`src/rtl/activation_lut.sv`:
```
// rtl/activation_lut.sv - self-initialising activation lookup table with a 2-stage valid/ready read pipeline
// Optional ACT_WRITE_EN: adds a run-time table write port (wr_en/wr_addr/wr_data).
module activation_lut #(
  parameter int DW = 8,
  parameter int AW = 8
) (
  input  logic          clk,
  input  logic          rst_n,
  input  logic          in_valid,
  output logic          in_ready,
  input  logic [AW-1:0] in_addr,
  input  logic          in_mirror,
  output logic          out_valid,
  input  logic          out_ready,
  output logic [DW-1:0] out_data,
`ifdef ACT_WRITE_EN
  input  logic          wr_en,
  input  logic [AW-1:0] wr_addr,
  input  logic [DW-1:0] wr_data,
`endif
  output logic          busy
);

  localparam logic [0:0] INIT = 1'b0;
  localparam logic [0:0] RUN  = 1'b1;

  logic [0:0]    state;
  logic [AW-1:0] init_cnt;
  logic [DW-1:0] table_mem [2**AW];

  logic          s1_valid;
  logic [AW-1:0] s1_addr;
  logic          advance;
  logic [AW-1:0] eff_addr;

  // Inverted counter MSB-aligned into DW: pad with zeros or drop LSBs as widths dictate.
  logic [AW+DW-1:0] def_ext;
  logic [DW-1:0]    def_entry;

  assign def_ext   = {~init_cnt, {DW{1'b0}}};
  assign def_entry = def_ext[AW+DW-1 -: DW];

  assign busy     = (state == INIT);
  assign advance  = !out_valid || out_ready;
  assign in_ready = (state == RUN) && advance;
  assign eff_addr = in_mirror ? ~in_addr : in_addr;

  always_ff @(posedge clk or negedge rst_n) begin
    if (!rst_n) begin
      state    <= INIT;
      init_cnt <= '0;
    end else if (state == INIT) begin
      init_cnt <= init_cnt + 1'b1;
      if (&init_cnt) begin
        state <= RUN;
      end
    end
  end

  // Table storage is not reset; INIT rewrites every entry after each reset.
  always_ff @(posedge clk) begin
    if (state == INIT) begin
      table_mem[init_cnt] <= def_entry;
    end
`ifdef ACT_WRITE_EN
    else if (wr_en) begin
      table_mem[wr_addr] <= wr_data;
    end
`endif
  end

  always_ff @(posedge clk or negedge rst_n) begin
    if (!rst_n) begin
      s1_valid  <= 1'b0;
      s1_addr   <= '0;
      out_valid <= 1'b0;
      out_data  <= '0;
    end else if (advance) begin
      s1_valid  <= in_valid && in_ready;
      if (in_valid && in_ready) begin
        s1_addr <= eff_addr;
      end
      out_valid <= s1_valid;
      // Read sees the pre-edge table contents, so a same-edge write returns the old entry.
      if (s1_valid) begin
        out_data <= table_mem[s1_addr];
      end
    end
  end

endmodule

```
`config.mk`:
```
export PLATFORM = sky130hd
export DESIGN_NAME = activation_lut
export DESIGN_NICKNAME = d
export VERILOG_FILES = /design/src/rtl/activation_lut.sv
export SDC_FILE = /design/constraint.sdc
export NUM_CORES = 2
export LEC_CHECK = 0
export ABC_AREA = 1
export CORE_MARGIN = 4
export CORE_UTILIZATION = 35
export CTS_BUF_LIST = sky130_fd_sc_hd__clkbuf_4
export DETAILED_ROUTE_END_ITERATION = 10
export GPL_TIMING_DRIVEN = 1
export PLACE_DENSITY = 0.53
export REMOVE_ABC_BUFFERS = 1
export SLEW_MARGIN = 20
export SYNTH_ARGS = -nofsm -noshare
export SYNTH_HDL_FRONTEND = slang
export SYNTH_SLANG_ARGS = --single-unit
```
`constraint.sdc`:
```
create_clock -name clk -period 15.01 [get_ports clk]
set_clock_uncertainty 0.15 [all_clocks]
set_input_delay 2.2515 -clock clk [delete_from_list [all_inputs] [get_ports clk]]
set_output_delay 2.2515 -clock clk [all_outputs]
set_load 0.005 [all_outputs]
```
* Word-level counts from Yosys, hierarchy flattened
Memory sizes are Yosys's and may differ from the RTL's. A register that Yosys moved wholly into a read port is not among the register bits. Index checks and enable logic that the tools add are counted.
Storage, ports and cells: register bits after elaboration 19, memories kept 1, bits of input ports 13, word-level logic and storage cells 22, bits in writable memories 2048, output and inout bits 11
Memory list:
- table_mem | depth 256, bits a word 8, read ports 1, clocked after Yosys merged registers in 1, wr ports 1, line 29 | logic [DW-1:0] table_mem [2**AW];
Cells by class: add/sub/neg operators 1, mux-type cells 4, reduce and logical (&&, ||, !) cells 8, bitwise gates (word level) 3
Operators by type and width (count):
- 8-bit NOT | 2
- 8-bit by 1-bit adder with 8-bit output, second input constant | 1
- 8-bit 2-to-1 mux | 1
- 8-bit AND reduction | 1
- 2-bit AND reduction | 2
- 1-bit 2-to-1 mux | 3
- 1-bit logical AND | 2
- 1-bit zero test | 2
- 1-bit logical OR | 1
- 1-bit NOT | 1

* Longest topological paths before layout
word-level depth 5, gate-level depth with buffers 15, mapped depth without buffers 11

* Worst setup path before layout
No wires, ideal clock.
path kind register to register, start register init_cnt[1], end memory table_mem[181][0] (enable), cell stages (with the launch flop) 7, buffers on the path 0, clock period less this slack 5.122 ns, slack 9.888 ns, data required time 14.477 ns, library setup time 0.383 ns, arrival 4.588 ns, path through dfrtp_1 > inv_1 > ha_1 > inv_1 > nor2_1 > inv_1 > nor3_1
RTL lines:
- from (decl) | line 28 | logic [AW-1:0] init_cnt;
- from (signal assigned) | line 53 | init_cnt <= init_cnt + 1'b1;
- to (decl) | line 29
No word-level cell before the write port.

* Worst setup path in the final report
start input port out_ready, end output port in_ready
Between the ends: cells in the longest elaborated chain, start to end 2
Ends and longest elaborated chain:
- from (decl) | line 14 | input logic out_ready,
- 1-bit logical OR | line 44 | assign advance = !out_valid || out_ready;
- 1-bit logical AND | line 45 | assign in_ready = (state == RUN) && advance;
- to (decl) | line 10 | output logic in_ready,
Every way passes these cells.

==> impl_results.md <==
* Outcome: complete, no violations
* Top Usage Layer GRT: met2
* CP Class: in2out
* Via density at 5.17
* HPWL Detailed at 130,000 µm
* Prevailing post-synth register cell: edfxtp_1
* Final Hold Vio Count at 0
* Area delta synth->final at 11.6%
* Least-Margin Pin Slew at 1.27 ns
* Max-Cap Viols at 0
* Gpl congestion at 0.826
* Gr usage total at 19.0%
* TritonCTS clock tree: yes
* HP Start: s1_valid
* Crit. End Element: output port
* Skew-Pair Late Insertion Delay at 1.34 ns
* Core ar. at 0.239 mm²
* Initial Util at 35.3%
* DRC violations left at 0
* Routed wire length at 243,000 µm
* Die height at 499 µm
* Final net count at 7,288
* Drt pass-1 iters at 5
* Sw power at 2.70 mW
* Critical path destination: in_ready
* Peak supply drop at 84.8 µV
* R2r endpoint: out_data[4]
* Crit. Startpoint: out_ready
* Post-synth EDFFs at 2,048
* Max Freq at 0.147 GHz
* H-Tree Depth at 6
* Pins over their slew limit at 0
* Root Buffer: clkbuf_4
* R2R Setup Slk at 9.19 ns
* Setup crit start kind: input pin
* Data required time of the worst path at 12.61 ns
* Total CTS buffers at 569
* Endpoints failing setup at 0
* Antenna Nets Post-Route at 0
* Utilization after layout at 39.4%
* Die area at 0.249 mm²
* Sequential area share after synthesis at 73.8%
* CTS resizes at 0
* Hold Path Class: reg2reg
* DIE WIDTH at 499 µm
* Sink Count at 2,075
* Synth cell types at 21
* Crit path time final at 6.82 ns
* Clk pin slew, worst setup/hold paths at 0.06 ns
* Global-route wire length before repair at 356,000 µm
* CTS max path bufs at 4
* Final worst path period share at 45.5%
* Worst-path fanout max at 3
* Post-Synthesis Cells at 7,079
* Total grt overflow at 0
* Vias in the first global route at 54,100
* Mapped cell area at 0.0842 mm²
* Routing usage on met1 at 25.7%
* R2R depth at 14
* Share of cells above drive strength 1 at 13.3%
* Register share of total power at 53.0%
* Clk pwr share at 42.7%
* Final instance area at 0.0940 mm²
* Sw Ratio at 22.7%
* Cts hold-fix bufs at 0
* Critical path arrival at 4.42 ns
* Leakage at 33.7 nW
* I/O Pins at 24
* Part of the power in combinational logic at 4.3%
* Worst rel slew slack at 15.6%
* Met3 global-route usage at 3.81%
* Antenna violations before repair at 6
* Syn_area_per_cell at 11.9 µm²
* Hold_ws at 0.320 ns
* Via Count at 56,000
* Drt initial violations at 5,485
* Pre-CTS setup slack at 8.17 ns
* Placed instance area at 0.0869 mm²
* Pwr per Cell Area at 126 mW/mm²
* Int Pwr at 9.17 mW
* Synth warn at 0
* Reg-to-reg critical path startpoint: s1_addr[0]
* Wirelength per Cell at 22.4 µm
* RSZ-0062 raised after global routing: no
* Setup bufs post-CTS at 0
* Setup WS post-layout at 8.19 ns
* Largest net degree at the start of global routing at 201
* Yosys reg bits at 2,075
* # port buffers at 23
* FP Rows at 179
* Met2 usage at 30.1%
* Ys async rst share at 1.30%
[through the flow]
step	setup TNS, ns	total power [mW]	instances
2_1_floorplan	-222.85	6.81	6594
3_3_place_gp	0	6.93	9867
3_5_place_dp	0	6.93	9867
4_1_cts	0	12.0	10800
5_1_grt	0	12.4	10800
6_report	0	11.9	10800
[layout make-up]
type,instances,area (µm²)
multi-input cells,4471,19500
well taps,3167,3960
flip-flops and latches,2075,62200
diodes,7,17.5
clock buffers,874,6560
clock inverters,92,569
repair buffers,106,923
inverters,48,274
fillers,23100,145000
[power by group through the flow]
stage / clock network [mW] / logic, mW / registers [mW]
after global routing: 5.54 / 0.558 / 6.29
after CTS: 5.20 / 0.514 / 6.29
final: 5.06 / 0.515 / 6.29
after floorplan: 0 / 0.358 / 6.45
after global placement: 0 / 0.510 / 6.42
after detailed placement: 0 / 0.513 / 6.42
[metal layers]
layer,part of all wire [%],vias up
li1,-,25900
met2,47,2206
met5,0,-
met4,3.2,0
met1,42,27500
met3,7.2,377
[cell usage in the layout, fill, tap and decap left out, drive strengths merged]
cell,instances
edfxtp,2048
xnor2,9
nor4,1
o211ai,1
inv,63
o21ai,11
clkinvlp,2
clkdlybuf4s50,22
nor3,5
ha,4
bufinv,8
xor2,4
clkinv,67
diode,7
dfrtp,27
nand2,2112
nor2,280
buf,84
nand3,2044
clkbuf,874
[cells by family after synthesis]
family | Yosys count | share of synthesized area [%]
xor+xnor | 13 | 0.135
buf+inv | 533 | 3.08
fa+ha+maj | 4 | 0.0594
compound gates | 12 | 0.0743
flops | 2075 | 73.8
simple gates | 4442 | 22.8
[cells in the mapped netlist, drive strengths merged (4+ instances only)]
master / count / area (µm²)
dfrtp: 27 / 676
xnor2: 9 / 78.8
edfxtp: 2048 / 61500
nor3: 5 / 25.0
xor2: 4 / 35.0
inv: 47 / 179
buf: 382 / 2020
o21ai: 11 / 55.1
clkbuf: 103 / 387
ha: 4 / 50.1
nand2: 2112 / 7930
nand3: 2044 / 10200
nor2: 280 / 1050
[worst min path at each step]
stage	depth (start not counted)	slack [ns]	endpoint
5_1_grt	2	0.34	out_valid
6_report	2	0.32	out_valid
3_3_place_gp	2	0.30	out_valid
3_5_place_dp	2	0.31	out_valid
4_1_cts	2	0.32	out_valid
2_1_floorplan	2	0.28	out_valid
[critical path, cell delays in order]
cell and delay [ns]:
clkdlybuf4s50_1 0.67, nor2_1 0.14, nor2_1 0.71, clkdlybuf4s50_1 0.65
[sequential cells by signal (all words and copies together) (netlist names)]
name and count:
out_valid 1, out_data 8, state 1, table_mem 2048
s1_valid 1, init_cnt 8, s1_addr 8
Power figures use the tool's default switching activity.
